<file path="src/rtl/alu_issue_ctrl.sv">
// Multi-cycle issue controller between decode and the datapath ALU: accepts one
// decoded op, drives registered ALU operands/control, captures the result and hands it on.
module alu_issue_ctrl #(
    parameter int WIDTH = 32,
    parameter int CNT_W = 16
) (
    input  logic             clk,
    input  logic             reset,
    input  logic             in_valid,
    output logic             in_ready,
    input  logic [1:0]       alu_op,
    input  logic [5:0]       funct,
    input  logic [WIDTH-1:0] rs_data,
    input  logic [WIDTH-1:0] rt_data,
    input  logic [WIDTH-1:0] imm,
    input  logic             use_imm,
    output logic [WIDTH-1:0] alu_a,
    output logic [WIDTH-1:0] alu_b,
    output logic [3:0]       alu_control,
    input  logic [WIDTH-1:0] alu_result,
    input  logic             alu_zero,
    output logic             res_valid,
    input  logic             res_ready,
    output logic [WIDTH-1:0] res_data,
    output logic             res_branch,
    output logic             res_illegal,
    output logic [CNT_W-1:0] op_count
);

    typedef enum logic [1:0] {
        ST_IDLE = 2'd0,
        ST_EXEC = 2'd1,
        ST_DONE = 2'd2
    } state_t;

    localparam logic [3:0] CTRL_AND  = 4'b0000;
    localparam logic [3:0] CTRL_OR   = 4'b0001;
    localparam logic [3:0] CTRL_ADD  = 4'b0010;
    localparam logic [3:0] CTRL_SUB  = 4'b0110;
    localparam logic [3:0] CTRL_SLT  = 4'b0111;
    localparam logic [3:0] CTRL_PASS = 4'b1111;

    state_t           state_reg;
    logic             qualify_reg;
    logic             illegal_reg;
    logic [WIDTH-1:0] alu_a_reg;
    logic [WIDTH-1:0] alu_b_reg;
    logic [3:0]       alu_control_reg;
    logic             res_valid_reg;
    logic [WIDTH-1:0] res_data_reg;
    logic             res_branch_reg;
    logic             res_illegal_reg;
    logic [CNT_W-1:0] op_count_reg;

    logic [3:0]       dec_control;
    logic             dec_illegal;
    logic [WIDTH-1:0] operand_b;

    // Unsupported encodings select pass-A so the ALU output equals rs_data.
    always_comb begin
        dec_control = CTRL_PASS;
        dec_illegal = 1'b1;
        case (alu_op)
            2'b00: begin
                dec_control = CTRL_ADD;
                dec_illegal = 1'b0;
            end
            2'b01: begin
                dec_control = CTRL_SUB;
                dec_illegal = 1'b0;
            end
            2'b10: begin
                dec_illegal = 1'b0;
                case (funct)
                    6'b100000: dec_control = CTRL_ADD;
                    6'b100010: dec_control = CTRL_SUB;
                    6'b100100: dec_control = CTRL_AND;
                    6'b100101: dec_control = CTRL_OR;
                    6'b101010: dec_control = CTRL_SLT;
                    default: begin
                        dec_control = CTRL_PASS;
                        dec_illegal = 1'b1;
                    end
                endcase
            end
            default: begin
                dec_control = CTRL_PASS;
                dec_illegal = 1'b1;
            end
        endcase
    end

    assign operand_b = use_imm ? imm : rt_data;

    always_ff @(posedge clk or posedge reset) begin
        if (reset) begin
            state_reg       <= ST_IDLE;
            qualify_reg     <= 1'b0;
            illegal_reg     <= 1'b0;
            alu_a_reg       <= '0;
            alu_b_reg       <= '0;
            alu_control_reg <= 4'b0000;
            res_valid_reg   <= 1'b0;
            res_data_reg    <= '0;
            res_branch_reg  <= 1'b0;
            res_illegal_reg <= 1'b0;
            op_count_reg    <= '0;
        end else begin
            case (state_reg)
                ST_IDLE: begin
                    if (in_valid) begin
                        alu_a_reg       <= rs_data;
                        alu_b_reg       <= operand_b;
                        alu_control_reg <= dec_control;
                        illegal_reg     <= dec_illegal;
                        qualify_reg     <= (alu_op == 2'b01);
                        state_reg       <= ST_EXEC;
                    end
                end
                ST_EXEC: begin
                    // ALU has had a full cycle to settle on the held operands.
                    res_data_reg    <= alu_result;
                    res_branch_reg  <= alu_zero & qualify_reg;
                    res_illegal_reg <= illegal_reg;
                    res_valid_reg   <= 1'b1;
                    if (!(&op_count_reg)) begin
                        op_count_reg <= op_count_reg + 1'b1;
                    end
                    state_reg       <= ST_DONE;
                end
                ST_DONE: begin
                    if (res_ready) begin
                        res_valid_reg <= 1'b0;
                        state_reg     <= ST_IDLE;
                    end
                end
                default: begin
                    res_valid_reg <= 1'b0;
                    state_reg     <= ST_IDLE;
                end
            endcase
        end
    end

    assign in_ready    = (state_reg == ST_IDLE);
    assign alu_a       = alu_a_reg;
    assign alu_b       = alu_b_reg;
    assign alu_control = alu_control_reg;
    assign res_valid   = res_valid_reg;
    assign res_data    = res_data_reg;
    assign res_branch  = res_branch_reg;
    assign res_illegal = res_illegal_reg;
    assign op_count    = op_count_reg;

endmodule
</file>
<file path="config.mk">
export PLATFORM = sky130hd
export DESIGN_NAME = alu_issue_ctrl
export DESIGN_NICKNAME = d
export VERILOG_FILES = /design/src/rtl/alu_issue_ctrl.sv
export SDC_FILE = /design/constraint.sdc
export NUM_CORES = 1
export LEC_CHECK = 0
export CORE_ASPECT_RATIO = 0.8
export CORE_MARGIN = 8
export CORE_UTILIZATION = 40
export CTS_BUF_LIST = sky130_fd_sc_hd__clkbuf_8
export CTS_CLUSTER_DIAMETER = 80
export DETAILED_ROUTE_END_ITERATION = 7
export PLACE_DENSITY_LB_ADDON = 0.08
export SKIP_CTS_REPAIR_TIMING = 1
export SYNTH_ARGS = -nofsm -noshare
export SYNTH_HDL_FRONTEND = slang
export SYNTH_SLANG_ARGS = --single-unit
</file>
<file path="constraint.sdc">
create_clock -name clk -period 4.7 [get_ports clk]
set_clock_uncertainty 0.15 [all_clocks]
set_input_delay 0.47 -clock clk [delete_from_list [all_inputs] [get_ports clk]]
set_output_delay 0.47 -clock clk [all_outputs]
set_load 0.005 [all_outputs]
</file>
==> results.sh, run 1 <==
export IMPL_setup_viol=0
export IMPL_yosysTopAreaCell="dfrtp_1"
export IMPL_n_antenna_cell=0
export IMPL_clkTransAtPathRegs_ns=0.06
export IMPL_fillers=1066
export IMPL_pwr_density_cell_nw_per_um2=545
export IMPL_power_frac_seq=0.402
export IMPL_swShare=0.330
export IMPL_regToRegStartpoint="state_reg[0]"
export IMPL_hp_start="res_data[0]"
export IMPL_switchingPower_mw=1.48
export IMPL_gr_usage_all_layers=0.197
export IMPL_ant_nets=0
export IMPL_synth_cell_type_count=38
export IMPL_start_util=0.406
export IMPL_crit_arrival_ns=3.00
export IMPL_synth_area_per_cell_um2=9.57
export IMPL_fin_area_um2=8240
export IMPL_rsz0062_at_grt="false"
export IMPL_async_flop_share=1.00
export IMPL_die_w_um=143
export IMPL_drive_gt1_frac=0.0495
export IMPL_crit_path_cell_trace="nor2_1, nand2_4, inv_2, o311ai_1, o211ai_1"
export IMPL_path_buf_inv=1
export IMPL_synth_edf_count=0
export IMPL_cp_num_cells=5
export IMPL_ys_flop_type="dfrtp_1"
export IMPL_timing_hold_worst_path_depth=2
export IMPL_drtIter0Drc=185
export IMPL_pwr_share_comb=0.428
export IMPL_synth_area_leaders="dfrtp_1 (59%), nand2_1 (18%), mux2i_1 (6.2%)"
export IMPL_layout_commonest_cell="clkdlybuf4s50_1"
export IMPL_core_rowCount=37
export IMPL_cts_tree="done"
export IMPL_status="complete, no violations"
export IMPL_dr_pass1_iters=4
export IMPL_slew_headroom=0.349
export IMPL_grt_max_degree=104
export IMPL_vias=4563
export IMPL_io_buffer_count=261
export IMPL_finalPower_mw=4.49
export IMPL_hold_class="reg2reg"
export IMPL_die_height_um=118
export IMPL_synthCells=542
export IMPL_final_cell_mix="clkdlybuf4s50_1 (260), nand2_1 (249), dfrtp_1 (123)"
export IMPL_ioPinCount=262
export IMPL_areaGrowthSynthToFinish_pct=58.8
export IMPL_h_tree_depth=4
export IMPL_yosys_warnings=0
export IMPL_clock_latency_ns=0.43
export IMPL_max_clock_path_buffers=2
export IMPL_cp_top_family="simple AND/OR/NAND/NOR gates"
export IMPL_cp_data_required_time_ns=4.90
export IMPL_core_um2=12800
export IMPL_finalCritPeriodShare=0.596
export IMPL_drv_cap=0
export IMPL_fmax_mhz=357
export IMPL_dieArea_um2=16900
export IMPL_r2r_slack_ns=1.90
export IMPL_yosysSeqAreaShare=0.593
export IMPL_worst_pin_slew_ns=0.977
export IMPL_synth_cell_area_um2=5190
export IMPL_synth_top_cell_area_share=0.593
export IMPL_nNetsFinal=939
export IMPL_grt_overflow=0
export IMPL_p_leak_nw=3.88
export IMPL_place_hpwl_um=12600
export IMPL_finalSetupTns_ns=0
export IMPL_grt_pass1_wl_um=25600
export IMPL_end_kind="flop"
export IMPL_multiInputGateArea_um2=1970
export IMPL_max_stage_delay_ns=0.78
export IMPL_wl_um=16300
export IMPL_cts_inserted_buffers=17
export IMPL_cp_max_fo=103
export IMPL_ys_ff_latch=123
export IMPL_wl_per_cell_um=16.6
export IMPL_routabilityCongestion=0.839
export IMPL_syn_num_nets=685
export IMPL_cts_root_buf="clkbuf_8"
export IMPL_irDropWorstVdd_uv=240
export IMPL_hold_violations=0
export IMPL_internal_power_mw=3.01
export IMPL_drv_slew=0
export IMPL_post_dp_cell_area_um2=7920
export IMPL_clkPwrFrac=0.169
export IMPL_clock_sinks=123
export IMPL_crit_type="reg2reg"
export IMPL_via_per_inst=4.64
export IMPL_critPathSlowestCell="inv_2"
export IMPL_reg2regPathDepth=5
export IMPL_grt_antenna_before_repair=0
export IMPL_worstSetupStartpointType="flop"
export IMPL_worstReg2RegEnd="alu_control[0]"
export IMPL_grt_pass1_vias=4758
export IMPL_hold_end="res_data[0]"
export IMPL_min_period_ns=2.80
export IMPL_remaining_drc_errors=0
export IMPL_regArea_um2=3080
## cell type report
class | instances | area share
clock inverter | 11 | 0.00532
inverter | 3 | 0.00167
multi-input combinational | 386 | 0.239
sequential | 123 | 0.374
tap | 175 | 0.0266
timing repair buffer | 265 | 0.320
clock buffer | 20 | 0.0334
## power by group through the flow
stage,sequential (mW),combinational (mW),clock [mW]
global placement,1.81,1.94,0
floorplan,1.83,0.654,0
CTS,1.81,1.98,0.789
finish,1.81,1.92,0.761
detailed placement,1.83,1.97,0
global route,1.87,2.12,0.829
## layer usage
layer  track usage  vias up  share of wire
li1              -     2261              -
met1         0.213     2077           0.38
met2         0.326      197           0.48
met3        0.0892       28           0.11
met4        0.0846        0          0.024
met5             0        -              0
## cell families (layout without fill, tap and decap cells)
family          count (synthesis)  in the layout  synth area share
simple gates                  294            294             0.243
flops                         123            123             0.593
compound gates                 46             46            0.0475
mux                            34             34            0.0668
buf+inv                        33            299            0.0289
xor+xnor                       11             11            0.0186
fa+ha+maj                       1              1           0.00241
## through the flow
step	utilization	hold slack, ns	setup slack (ns)	instances
global route	0.645	0.344	1.64	983
CTS	0.645	0.328	1.81	983
floorplan	-	0.288	0.809	542
finish	0.645	0.321	1.90	983
global placement	0.620	0.303	1.77	952
detailed placement	0.620	0.312	1.67	952
## worst max path at each step
stage	start	end	slack, ns
final	state_reg[0]	alu_control[0]	1.90
after global routing	state_reg[0]	alu_control[0]	1.64
after CTS	state_reg[0]	alu_control[0]	1.81
after detailed placement	in_valid	alu_control[0]	1.67
after global placement	in_valid	alu_control[0]	1.77
after floorplan	reset	alu_a[0]	0.81
## worst register-to-register path, delay by kind of cell (launching register included)
kind / cells / cell delay, ns
AOI/OAI and AO/OA: 2 / 0.47
buffers and inverters: 1 / 0.79
DFF: 1 / 0.43
and+or+nand+nor: 2 / 0.89
## cells in the mapped netlist, drive strengths merged (6+ instances only)
master and count:
nand2 250, dfrtp 123, o21ai 34, mux2i 32, buf 20, clkbuf 10
nand3 9, nor2 7, xor2 7, nand4 6
Note: power is estimated with default switching activity, not from simulation.
==> run 2: changes to the inputs <==
==> constraint.sdc (replaced) <==
create_clock -name clk -period 2.6 [get_ports clk]
set_clock_uncertainty 0.15 [all_clocks]
set_input_delay 0.26 -clock clk [delete_from_list [all_inputs] [get_ports clk]]
set_output_delay 0.26 -clock clk [all_outputs]
set_load 0.005 [all_outputs]
==> run 2 against run 1 <==
  * Sequential power rose by 81%
  * Critical path type is now reg2out
  * Die area stayed put
  * Final area rose by 1.7%
  * Register-to-register slack lost 1.3 ns
  * Critical endpoint is now in_ready
==> results.sh, run 2 (synthesized netlist as in run 1, its figures left out) <==
export IMPL_status="complete, no violations"
export IMPL_die_w_um=143
export IMPL_place_hpwl_um=12800
export IMPL_ant_nets=0
export IMPL_finalCritPeriodShare=0.813
export IMPL_cp_data_required_time_ns=2.19
export IMPL_clock_sinks=123
export IMPL_grt_pass1_vias=4838
export IMPL_end_kind="output port"
export IMPL_min_period_ns=2.11
export IMPL_rsz0062_at_grt="false"
export IMPL_via_per_inst=4.70
export IMPL_final_cell_mix="clkdlybuf4s50_1 (260), nand2_1 (249), dfrtp_1 (123)"
export IMPL_grt_antenna_before_repair=0
export IMPL_fmax_mhz=473
export IMPL_regArea_um2=3080
export IMPL_drv_slew=0
export IMPL_cts_root_buf="clkbuf_8"
export IMPL_h_tree_depth=4
export IMPL_crit_path_cell_trace="nor2_1, clkdlybuf4s50_1"
export IMPL_grt_pass1_wl_um=26000
export IMPL_remaining_drc_errors=0
export IMPL_io_buffer_count=261
export IMPL_clkTransAtPathRegs_ns=0.07
export IMPL_core_rowCount=37
export IMPL_finalSetupTns_ns=0
export IMPL_finalPower_mw=8.48
export IMPL_start_util=0.406
export IMPL_drtIter0Drc=260
export IMPL_hold_class="in2reg"
export IMPL_n_antenna_cell=0
export IMPL_fillers=1029
export IMPL_dr_pass1_iters=4
export IMPL_clock_latency_ns=0.42
export IMPL_pwr_density_cell_nw_per_um2=1010
export IMPL_drive_gt1_frac=0.0614
export IMPL_gr_usage_all_layers=0.198
export IMPL_hold_ws_ns=0.205
export IMPL_grt_overflow=0
export IMPL_max_stage_delay_ns=0.60
export IMPL_cp_max_fo=7
export IMPL_hold_end="alu_a[25]"
export IMPL_p_leak_nw=3.92
export IMPL_cts_inserted_buffers=17
export IMPL_core_um2=12800
export IMPL_wl_per_cell_um=16.7
export IMPL_fin_area_um2=8380
export IMPL_wl_um=16600
export IMPL_startpoint="state_reg[0]"
export IMPL_worstReg2RegEnd="op_count[1]"
export IMPL_layout_commonest_cell="clkdlybuf4s50_1"
export IMPL_grt_max_degree=103
export IMPL_post_dp_cell_area_um2=7980
export IMPL_irDropWorstVdd_uv=496
export IMPL_areaGrowthSynthToFinish_pct=61.4
export IMPL_r2r_slack_ns=0.62
export IMPL_regToRegStartpoint="op_count[0]"
export IMPL_crit_arrival_ns=1.70
export IMPL_slew_headroom=0.682
export IMPL_max_clock_path_buffers=2
export IMPL_routabilityCongestion=0.857
export IMPL_die_height_um=118
export IMPL_hp_start="rs_data[25]"
export IMPL_nNetsFinal=944
export IMPL_hold_violations=0
export IMPL_multiInputGateArea_um2=1970
export IMPL_vias=4648
export IMPL_cts_tree="done"
export IMPL_crit_type="reg2out"
export IMPL_ioPinCount=262
export IMPL_setup_viol=0
export IMPL_dieArea_um2=16900
export IMPL_worst_pin_slew_ns=0.477
export IMPL_drv_cap=0
export IMPL_reg2regPathDepth=5
export IMPL_worstSetupStartpointType="flop"
export IMPL_critPathSlowestCell="clkdlybuf4s50_1"
export IMPL_timing_hold_worst_path_depth=3
==> run 2: cell count changes in the layout (fill, tap and decap cells not counted), moves of 2 or more <==
| cell | previous run | this run |
|---|---|---|
| clkinv_2 | 2 | 4 |
| buf_4 | 4 | 6 |
| inv_1 | 10 | 5 |
| clkinvlp_4 | 0 | 2 |
| bufinv_16 | 0 | 2 |
| buf_12 | 0 | 2 |
==> run 2: layout make-up <==
| cell class | instances | area share |
|---|---|---|
| Inverter | 3 | 0.00179 |
| Sequential cell | 123 | 0.367 |
| Clock inverter | 11 | 0.0122 |
| Multi-Input combinational cell | 386 | 0.235 |
| Tap cell | 175 | 0.0261 |
| Timing Repair Buffer | 270 | 0.323 |
| Clock buffer | 21 | 0.0345 |
==> run 2: worst max path at each step <==
stage                     slack [ns]           to
final                           0.49     in_ready
after CTS                       0.43     in_ready
after global placement          0.72  op_count[1]
after global routing            0.38     in_ready
after detailed placement        0.63  op_count[1]
after floorplan                 0.68     alu_a[0]
==> run 2: worst max-delay path: cells and delay by family (launching register included) <==
family / cells / cell delay, ns
buf+inv: 1 / 0.60
flops: 1 / 0.43
simple gates: 1 / 0.24
==> run 2: metrics by stage <==
step / cells / utilization / setup WS (ns)
after floorplan: 542 / - / 0.679
after global placement: 956 / 0.624 / 0.720
after detailed placement: 956 / 0.624 / 0.628
after CTS: 988 / 0.655 / 0.430
after global routing: 989 / 0.656 / 0.384
final: 989 / 0.656 / 0.487
==> run 2: metal layers <==
layer | vias to the layer above | GRT usage | routed length, µm
met4 | 0 | 0.0787 | 320
met3 | 25 | 0.0876 | 1740
li1 | 2270 | - | -
met2 | 197 | 0.323 | 7910
met1 | 2156 | 0.222 | 6600
met5 | - | 0 | 0
==> run 2: power by group <==
group          total (mW)  internal, mW  switching [mW]
logic                3.56          2.03            1.53
registers            3.27          2.75           0.517
clock network        1.65         0.933           0.716
